<file path="config.mk">
export PLATFORM = sky130hd
export DESIGN_NAME = sdram_cmd_arbiter
export DESIGN_NICKNAME = d
export VERILOG_FILES = /design/src/rtl/sdram_cmd_arbiter_pkg.sv /design/src/rtl/sdram_cmd_arbiter_ref_timer.sv /design/src/rtl/sdram_cmd_arbiter.sv
export SDC_FILE = /design/constraint.sdc
export NUM_CORES = 1
export LEC_CHECK = 0
export CORE_MARGIN = 1
export CORE_UTILIZATION = 35
export CTS_CLUSTER_DIAMETER = 30
export DETAILED_ROUTE_END_ITERATION = 6
export PLACE_DENSITY = 0.8
export SLEW_MARGIN = 20
export SYNTH_ARGS = -nofsm -noshare
export SYNTH_HDL_FRONTEND = slang
export SYNTH_SLANG_ARGS = --single-unit
</file>
<file path="constraint.sdc">
create_clock -name clk_100m -period 1.78 [get_ports clk_100m]
set_input_delay 0.356 -clock clk_100m [delete_from_list [all_inputs] [get_ports clk_100m]]
set_output_delay 0.356 -clock clk_100m [all_outputs]
set_load 0.02 [all_outputs]
</file>
<file path="src/rtl/sdram_cmd_arbiter_pkg.sv">
// Shared SDRAM definitions for the command arbiter: command codes, bus widths and FSM states.
package sdram_cmd_arbiter_pkg;

  localparam int SDRAM_ASIZE = 13;
  localparam int SDRAM_BSIZE = 2;

  // Command encoding is {cs_n, ras_n, cas_n, we_n}
  localparam logic [3:0] C_NOP  = 4'b0111;
  localparam logic [3:0] C_PRE  = 4'b0010;
  localparam logic [3:0] C_AREF = 4'b0001;
  localparam logic [3:0] C_MSET = 4'b0000;
  localparam logic [3:0] C_ACT  = 4'b0011;
  localparam logic [3:0] C_WR   = 4'b0100;
  localparam logic [3:0] C_RD   = 4'b0101;

  typedef enum logic [2:0] {
    ST_INIT  = 3'd0,
    ST_IDLE  = 3'd1,
    ST_AREF  = 3'd2,
    ST_WRITE = 3'd3,
    ST_READ  = 3'd4
  } arb_state_e;

endpackage

</file>
<file path="src/rtl/sdram_cmd_arbiter_ref_timer.sv">
// Periodic auto-refresh timer: raises a sticky refresh request every REF_PERIOD cycles.
module sdram_ref_timer #(
  parameter int REF_PERIOD = 750,
  parameter int REF_CNT_W  = 10
) (
  input  logic clk_100m,
  input  logic rst_n,
  input  logic i_run,
  input  logic i_aref_end,
  output logic o_ref_req
);

  logic [REF_CNT_W-1:0] r_cnt;
  logic                 r_ref_req;
  logic                 w_wrap;

  assign w_wrap    = i_run && (r_cnt == REF_CNT_W'(REF_PERIOD - 1));
  assign o_ref_req = r_ref_req;

  always_ff @(posedge clk_100m or negedge rst_n) begin
    if (!rst_n) begin
      r_cnt     <= '0;
      r_ref_req <= 1'b0;
    end else begin
      if (i_run) begin
        r_cnt <= w_wrap ? '0 : r_cnt + 1'b1;
      end
      // A wrap wins over a simultaneous completion so the new period is not lost
      if (w_wrap) begin
        r_ref_req <= 1'b1;
      end else if (i_aref_end) begin
        r_ref_req <= 1'b0;
      end
    end
  end

endmodule

</file>
<file path="src/rtl/sdram_cmd_arbiter.sv">
// SDRAM command arbiter: owns the command pins after init and grants refresh/write/read engines in turn.
module sdram_cmd_arbiter
  import sdram_cmd_arbiter_pkg::*;
#(
  parameter int ASIZE      = SDRAM_ASIZE,
  parameter int BSIZE      = SDRAM_BSIZE,
  parameter int REF_PERIOD = 750,
  parameter int REF_CNT_W  = 10
) (
  input  logic             clk_100m,
  input  logic             rst_n,
  input  logic [3:0]       init_cmd,
  input  logic [ASIZE-1:0] init_addr,
  input  logic             init_done,
  output logic             ref_req,
  output logic             aref_en,
  input  logic             aref_end,
  input  logic [3:0]       aref_cmd,
  input  logic [ASIZE-1:0] aref_addr,
  input  logic             wr_req,
  output logic             wr_en,
  input  logic             wr_end,
  input  logic [3:0]       wr_cmd,
  input  logic [ASIZE-1:0] wr_addr,
  input  logic [BSIZE-1:0] wr_ba,
  input  logic             rd_req,
  output logic             rd_en,
  input  logic             rd_end,
  input  logic [3:0]       rd_cmd,
  input  logic [ASIZE-1:0] rd_addr,
  input  logic [BSIZE-1:0] rd_ba,
  output logic [3:0]       sdram_cmd,
  output logic [ASIZE-1:0] sdram_addr,
  output logic [BSIZE-1:0] sdram_ba,
  output logic             init_ok
);

  arb_state_e r_state;
  arb_state_e w_state_nxt;
  logic       r_aref_en;
  logic       r_wr_en;
  logic       r_rd_en;
  logic       r_init_ok;
  logic       w_ref_req;
  logic       w_grant_aref;
  logic       w_grant_wr;
  logic       w_grant_rd;

  sdram_ref_timer #(
    .REF_PERIOD(REF_PERIOD),
    .REF_CNT_W (REF_CNT_W)
  ) u_ref_timer (
    .clk_100m  (clk_100m),
    .rst_n     (rst_n),
    .i_run     (r_init_ok),
    .i_aref_end(aref_end),
    .o_ref_req (w_ref_req)
  );

  assign ref_req = w_ref_req;
  assign aref_en = r_aref_en;
  assign wr_en   = r_wr_en;
  assign rd_en   = r_rd_en;
  assign init_ok = r_init_ok;

  always_comb begin
    w_state_nxt  = r_state;
    w_grant_aref = 1'b0;
    w_grant_wr   = 1'b0;
    w_grant_rd   = 1'b0;
    case (r_state)
      ST_INIT: begin
        if (init_done) w_state_nxt = ST_IDLE;
      end
      // Grants only happen from IDLE, which guarantees an idle cycle between operations
      ST_IDLE: begin
        if (w_ref_req) begin
          w_state_nxt  = ST_AREF;
          w_grant_aref = 1'b1;
        end else if (wr_req) begin
          w_state_nxt = ST_WRITE;
          w_grant_wr  = 1'b1;
        end else if (rd_req) begin
          w_state_nxt = ST_READ;
          w_grant_rd  = 1'b1;
        end
      end
      ST_AREF: begin
        if (aref_end) w_state_nxt = ST_IDLE;
      end
      ST_WRITE: begin
        if (wr_end) w_state_nxt = ST_IDLE;
      end
      ST_READ: begin
        if (rd_end) w_state_nxt = ST_IDLE;
      end
      default: w_state_nxt = ST_INIT;
    endcase
  end

  always_ff @(posedge clk_100m or negedge rst_n) begin
    if (!rst_n) begin
      r_state   <= ST_INIT;
      r_aref_en <= 1'b0;
      r_wr_en   <= 1'b0;
      r_rd_en   <= 1'b0;
      r_init_ok <= 1'b0;
    end else begin
      r_state   <= w_state_nxt;
      r_aref_en <= w_grant_aref;
      r_wr_en   <= w_grant_wr;
      r_rd_en   <= w_grant_rd;
      if ((r_state == ST_INIT) && init_done) r_init_ok <= 1'b1;
    end
  end

  // Pin mux follows the registered owner with no extra pipeline delay
  always_comb begin
    sdram_cmd  = C_NOP;
    sdram_addr = '0;
    sdram_ba   = '0;
    case (r_state)
      ST_INIT: begin
        sdram_cmd  = init_cmd;
        sdram_addr = init_addr;
      end
      ST_AREF: begin
        sdram_cmd  = aref_cmd;
        sdram_addr = aref_addr;
      end
      ST_WRITE: begin
        sdram_cmd  = wr_cmd;
        sdram_addr = wr_addr;
        sdram_ba   = wr_ba;
      end
      ST_READ: begin
        sdram_cmd  = rd_cmd;
        sdram_addr = rd_addr;
        sdram_ba   = rd_ba;
      end
      default: begin
        sdram_cmd  = C_NOP;
        sdram_addr = '0;
        sdram_ba   = '0;
      end
    endcase
  end

endmodule

</file>
# ---- Word level (Yosys, flattened, before mapping)
# Cells that the tools add are included.
dict set report classes {
  n_bitwise 0
  eq_ne 10
  add_sub_neg 1
  mux 23
  n_reduce_logical 5
  div 0
  order_cmp 0
  shifts 0
  n_mul 0
}
# cell n
set op_table {}
lappend op_table {{$pmux W13 S4} 1}
lappend op_table {{$mux W3} 7}
lappend op_table {{$pmux W4 S4} 1}
lappend op_table {{$pmux W3 S5} 1}
lappend op_table {{$mux W1} 11}
lappend op_table {{$add A10 B1 Y10 const B} 1}
lappend op_table {{$eq A10 B10 Y1 const B} 1}
lappend op_table {{$mux W10} 1}
lappend op_table {{$ne A2 B2 Y1 const B} 4}
lappend op_table {{$eq A3 B2 Y1 const B} 2}
lappend op_table {{$reduce_and A5 Y1} 1}
lappend op_table {{$ne A4 B3 Y1 const B} 1}
lappend op_table {{$pmux W2 S2} 1}
lappend op_table {{$eq A3 B1 Y1 const B} 1}
lappend op_table {{$eq A3 B3 Y1 const B} 1}
lappend op_table {{$logic_not A3 Y1} 1}
lappend op_table {{$logic_and A1 B1 Y1} 2}
lappend op_table {{$reduce_bool A2 Y1} 1}
dict set report totals {
  latch_bits 0
  wordCells 46
  n_memories 0
  output_inout_bits 24
  ramBits 0
  regBits 18
  romBits 0
}

# ---- Depth between registers and ports, before layout
dict set report depth {
  word_depth 4
  ltp_mapped 6
}

# ---- By module
# From an unflattened synthesis, not the netlist that was laid out.
dict set report hier_totals {
  cells_unflattened 163
  hier_area_um2 1496.4
}
# mod instances area_per_inst_um2 seq_area_each_um2 cells_each
set modules_own_cells {}
lappend modules_own_cells {sdram_cmd_arbiter 1 885.8 175.2 101}
lappend modules_own_cells {sdram_ref_timer 1 610.6 275.3 62}

# ---- Worst setup path after synthesis
# Ideal clock, no wire load.
dict set report synth_path {
  path_kind {flip-flop to output port}
  from {register r_state[1]}
  to {output sdram_addr[10]}
  stages_incl_launch_ff 6
  setup_slack_ps 81
  required_ps 1424
  n_path_buf 2
  t_arrival_ps 1343
  cell_sequence {dfrtp_1 buf_6 nor2b_2 buf_2 a22oi_1 o2bb2ai_1}
}
dict set report synth_via {
  elab_chain_len 2
}
# item line
set synth_lines {}
lappend synth_lines {{from (decl)} sdram_cmd_arbiter.sv:38} ;# arb_state_e r_state;
lappend synth_lines {{from (signal assigned)} sdram_cmd_arbiter.sv:109} ;# r_state <= w_state_nxt;
lappend synth_lines {{$eq A3 B3 Y1 (tied with other cells)} sdram_cmd_arbiter.sv:122} ;# case (r_state)
lappend synth_lines {{$pmux W13 S4 (*)} sdram_cmd_arbiter.sv:122}
lappend synth_lines {{to (decl)} sdram_cmd_arbiter.sv:33} ;# output logic [ASIZE-1:0] sdram_addr,
# Mark *: on every way between the ends. The rest lies on a longest branch, timed or not.

# ---- Worst setup path in the final report
dict set report layout_path {
  from {register r_state[1]}
  to {output sdram_addr[2]}
}
# The elaborated chain is that of the path after synthesis.

==> summary.md <==
| Metric | Value |
|---|---|
| Outcome | `complete, but fails checks` |
| Failing checks | `negative setup slack` |
| Top-Level Pins | `104` |
| Vias per inst | `5.423` |
| Core Region | `4058 um2` |
| Final Skew | `0.0004606 ns` |
| IO Port Bufs | `103` |
| CTS tree | `built` |
| Starting density of the core | `36.88%` |
| Crit end category | `output port` |
| Worst hold path class | `in -> async` |
| Via count | `1795` |
| # fillers | `277` |
| Area Growth Syn to Fin | `98.41%` |
| Largest net degree at the start of global routing | `19` |
| Ys async rst share | `100.0%` |
| Buffer and inverter count on the worst path | `3` |
| Vias in the first global route | `1671` |
| Antenna cell count | `0` |
| Worst-Margin Slew | `0.3024 ns` |
| Top Family by Delay on Critical Path | `buffers and inverters` |
| Tcrit/Tclk final | `113.8%` |
| Post-synth EDFFs | `0` |
| Root Buffer | `clkbuf_8` |
| Reg clk slew, reported paths | `0.07 ns` |
| Leak | `0.001217 uW` |
| Post-CTS Hold Buffers | `0` |
| Post-DP HPWL | `4156 um` |
| RSZ-0062 raised after global routing | `true` |
| First-pass GRT wire length | `7962 um` |
| Die extent in y | `67.39 um` |
| CP max stage delay | `0.38 ns` |
| Pre-CTS setup slack | `-0.5260 ns` |
| GPL Wtd Cong | `0.7556` |
| Max Slew Vio Count | `0` |
| Worst skew pair latency | `0.25 ns` |
| Setup_tns | `-2.924 ns` |
| Worst path slowest cell | `dfrtp_1` |
| Rel. slew slack | `79.58%` |
| GRT Overall Usage | `23.44%` |
| TritonCTS buffer count | `3` |
| Kind of critical path | `reg -> out` |
| Met3 GRT Util | `4.561%` |
| Seq/Total Area, Yosys | `30.10%` |
| Netlist cell types | `43` |
| Max cap viols | `0` |
| Synthesized area per cell | `9.593 um2` |
| # setup viols final | `19` |
| First-pass DRT Iterations | `4` |
| Congestion Overflow GR | `0` |
| Total wire length | `5945 um` |
| DR WL/cell | `17.96 um` |
| Final min period | `2.025 ns` |
| Crit path cell chain | `buf_6, buf_12, mux2_2, a22oi_2, o2bb2ai_1, buf_2` |
| Post-Syn Area | `1496 um2` |
| Die W | `67.39 um` |
| Mapped Cells | `156` |
| Share of layout cells above drive strength 1 | `35.59%` |
| # DRC | `0` |
| Layout Nets | `364` |
| PD cells | `1302 nW/um2` |
| Required @ worst endpoint | `1.42 ns` |
| YS warnings | `0` |
| Crit Path Max Fanout | `6` |
| Initial antenna violation count | `0` |
| Worst VDD drop | `0.6688 mV` |
| Row cnt | `23` |
| ANT nets after route | `0` |
| #FFs+latches synth | `18` |
| Crit path launch | `r_state[1]` |
| Syn nets | `238` |
| M2 GR Usage | `36.63%` |
| Initial DRC Count | `87` |
| Clock sink count | `18` |
| Grt peak-use layer | `met2` |
| Fmax | `493.7 MHz` |
| H-tree depth | `1` |
| Worst setup margin | `-0.2453 ns` |
| Primary FF master, synth | `dfrtp_1` |
| Final hold viol count | `0` |
| Arrival time at the worst endpoint | `1.67 ns` |
| Grt met1 use | `32.30%` |
| Clock Tree Buf Depth | `2` |
| FF-to-FF Start | `r_state[0]` |
| Critical Path Start Type | `flop` |
| Die footprint | `4541 um2` |
[stage by stage]
stage	cells	area [um2]	hold slack [ns]	utilization [%]	power [uW]
floorplan	156	1496	0.06041	-	2086
detailed placement	316	2686	0.4888	66.20	3148
global route	331	2969	0.4512	73.17	4116
finish	331	2969	0.4291	73.17	3866
CTS	325	2784	0.4336	68.61	3540
global placement	316	2686	0.4815	66.20	3112
[placed cells by master (no fill, tap or decap), drive strengths merged, types with 4 or more instances in the layout]
master         instances
clkdlybuf4s50         83
buf                   48
dfrtp                 18
mux2                  17
a22oi                 14
o2bb2ai               14
o21ai                  9
inv                    7
o22a                   6
nand2                  6
nand3                  6
clkbuf                 5
nor3                   4
nand2b                 4
nor2                   4
[per-layer routing]
layer,wire length [um],part of all wire [%]
met5,0,0
met4,91,1.5
met3,310,5.2
met2,3099,52
met1,2443,41
[cell usage after synthesis, types with 2 or more instances]
library cell	instances	area share, %
nand2_1	6	1.5
o311ai_0	2	1.2
a41oi_1	2	1.2
clkbuf_1	3	0.75
nand2b_1	4	1.7
buf_6	4	3.0
o211ai_1	2	1.0
nand3_2	2	1.3
o22a_1	6	3.5
or4_1	2	1.0
a22oi_1	14	7.0
o21ai_0	9	3.0
ha_1	2	1.7
o2bb2ai_1	14	8.2
and3_1	2	0.84
buf_2	4	1.3
nor2_1	4	1.0
mux2_4	2	2.0
a21o_1	2	1.0
inv_1	6	1.5
a32o_1	2	1.3
xor2_1	2	1.2
mux2_2	15	11
dfrtp_1	18	30
nand3_1	4	1.3
nor3_1	4	1.3
a21oi_1	2	0.67
buf_4	2	1.0
[report_power, final]
part / switching, uW / internal [uW] / total, uW
logic: 1390 / 1470 / 2850
clock network: 136 / 196 / 332
registers: 143 / 538 / 681
total: 1670 / 2200 / 3870
[layout make-up]
type	count	area [um2]	area share [%]
tap	50	62.56	2.107
clock buffer	4	55.05	1.854
sequential	18	451.7	15.21
inverter	7	31.28	1.054
timing repair buffer	133	1300	43.78
multi-input combinational	119	1069	35.99
[registers in the layout (all words and copies together) (netlist names)]
| register | count |
|---|---|
| rd_en | 1 |
| u_ref_timer.r_cnt | 10 |
| u_ref_timer.o_ref_req | 1 |
| wr_en | 1 |
| init_ok | 1 |
| aref_en | 1 |
| r_state | 3 |
[cell families after synthesis]
group	Yosys count	share of synthesized area (%)
AO/OA/AOI/OAI	60	30.69
adder cells (fa/ha/maj)	2	1.672
flip-flops	18	30.10
XOR/XNOR	2	1.171
multiplexers	17	13.29
buffers and inverters	20	7.859
AND/OR/NAND/NOR	37	15.22
[final timing paths]
kind                       depth (start not counted)  slack (ns)                    to
hold reg to reg                                    1        0.50  u_ref_timer.r_cnt[8]
min in group clk_100m                              1        0.50  u_ref_timer.r_cnt[8]
hold / removal                                     2        0.43  u_ref_timer.r_cnt[5]
setup reg to reg                                   4        0.23            r_state[0]
setup / recovery                                   6       -0.25         sdram_addr[2]
max in group asynchronous                          2        1.14            r_state[2]
[timing repair]
| item | 4_1_cts | 5_1_grt |
|---|---|---|
| buffers inserted | 5 | 5 |
| setup endpoints to repair | 20 | 19 |
| gates resized for setup | 106 | 35 |
| pin swaps | 7 | 9 |
| cloned | 1 | 2 |
Power figures use the tool's default switching activity.
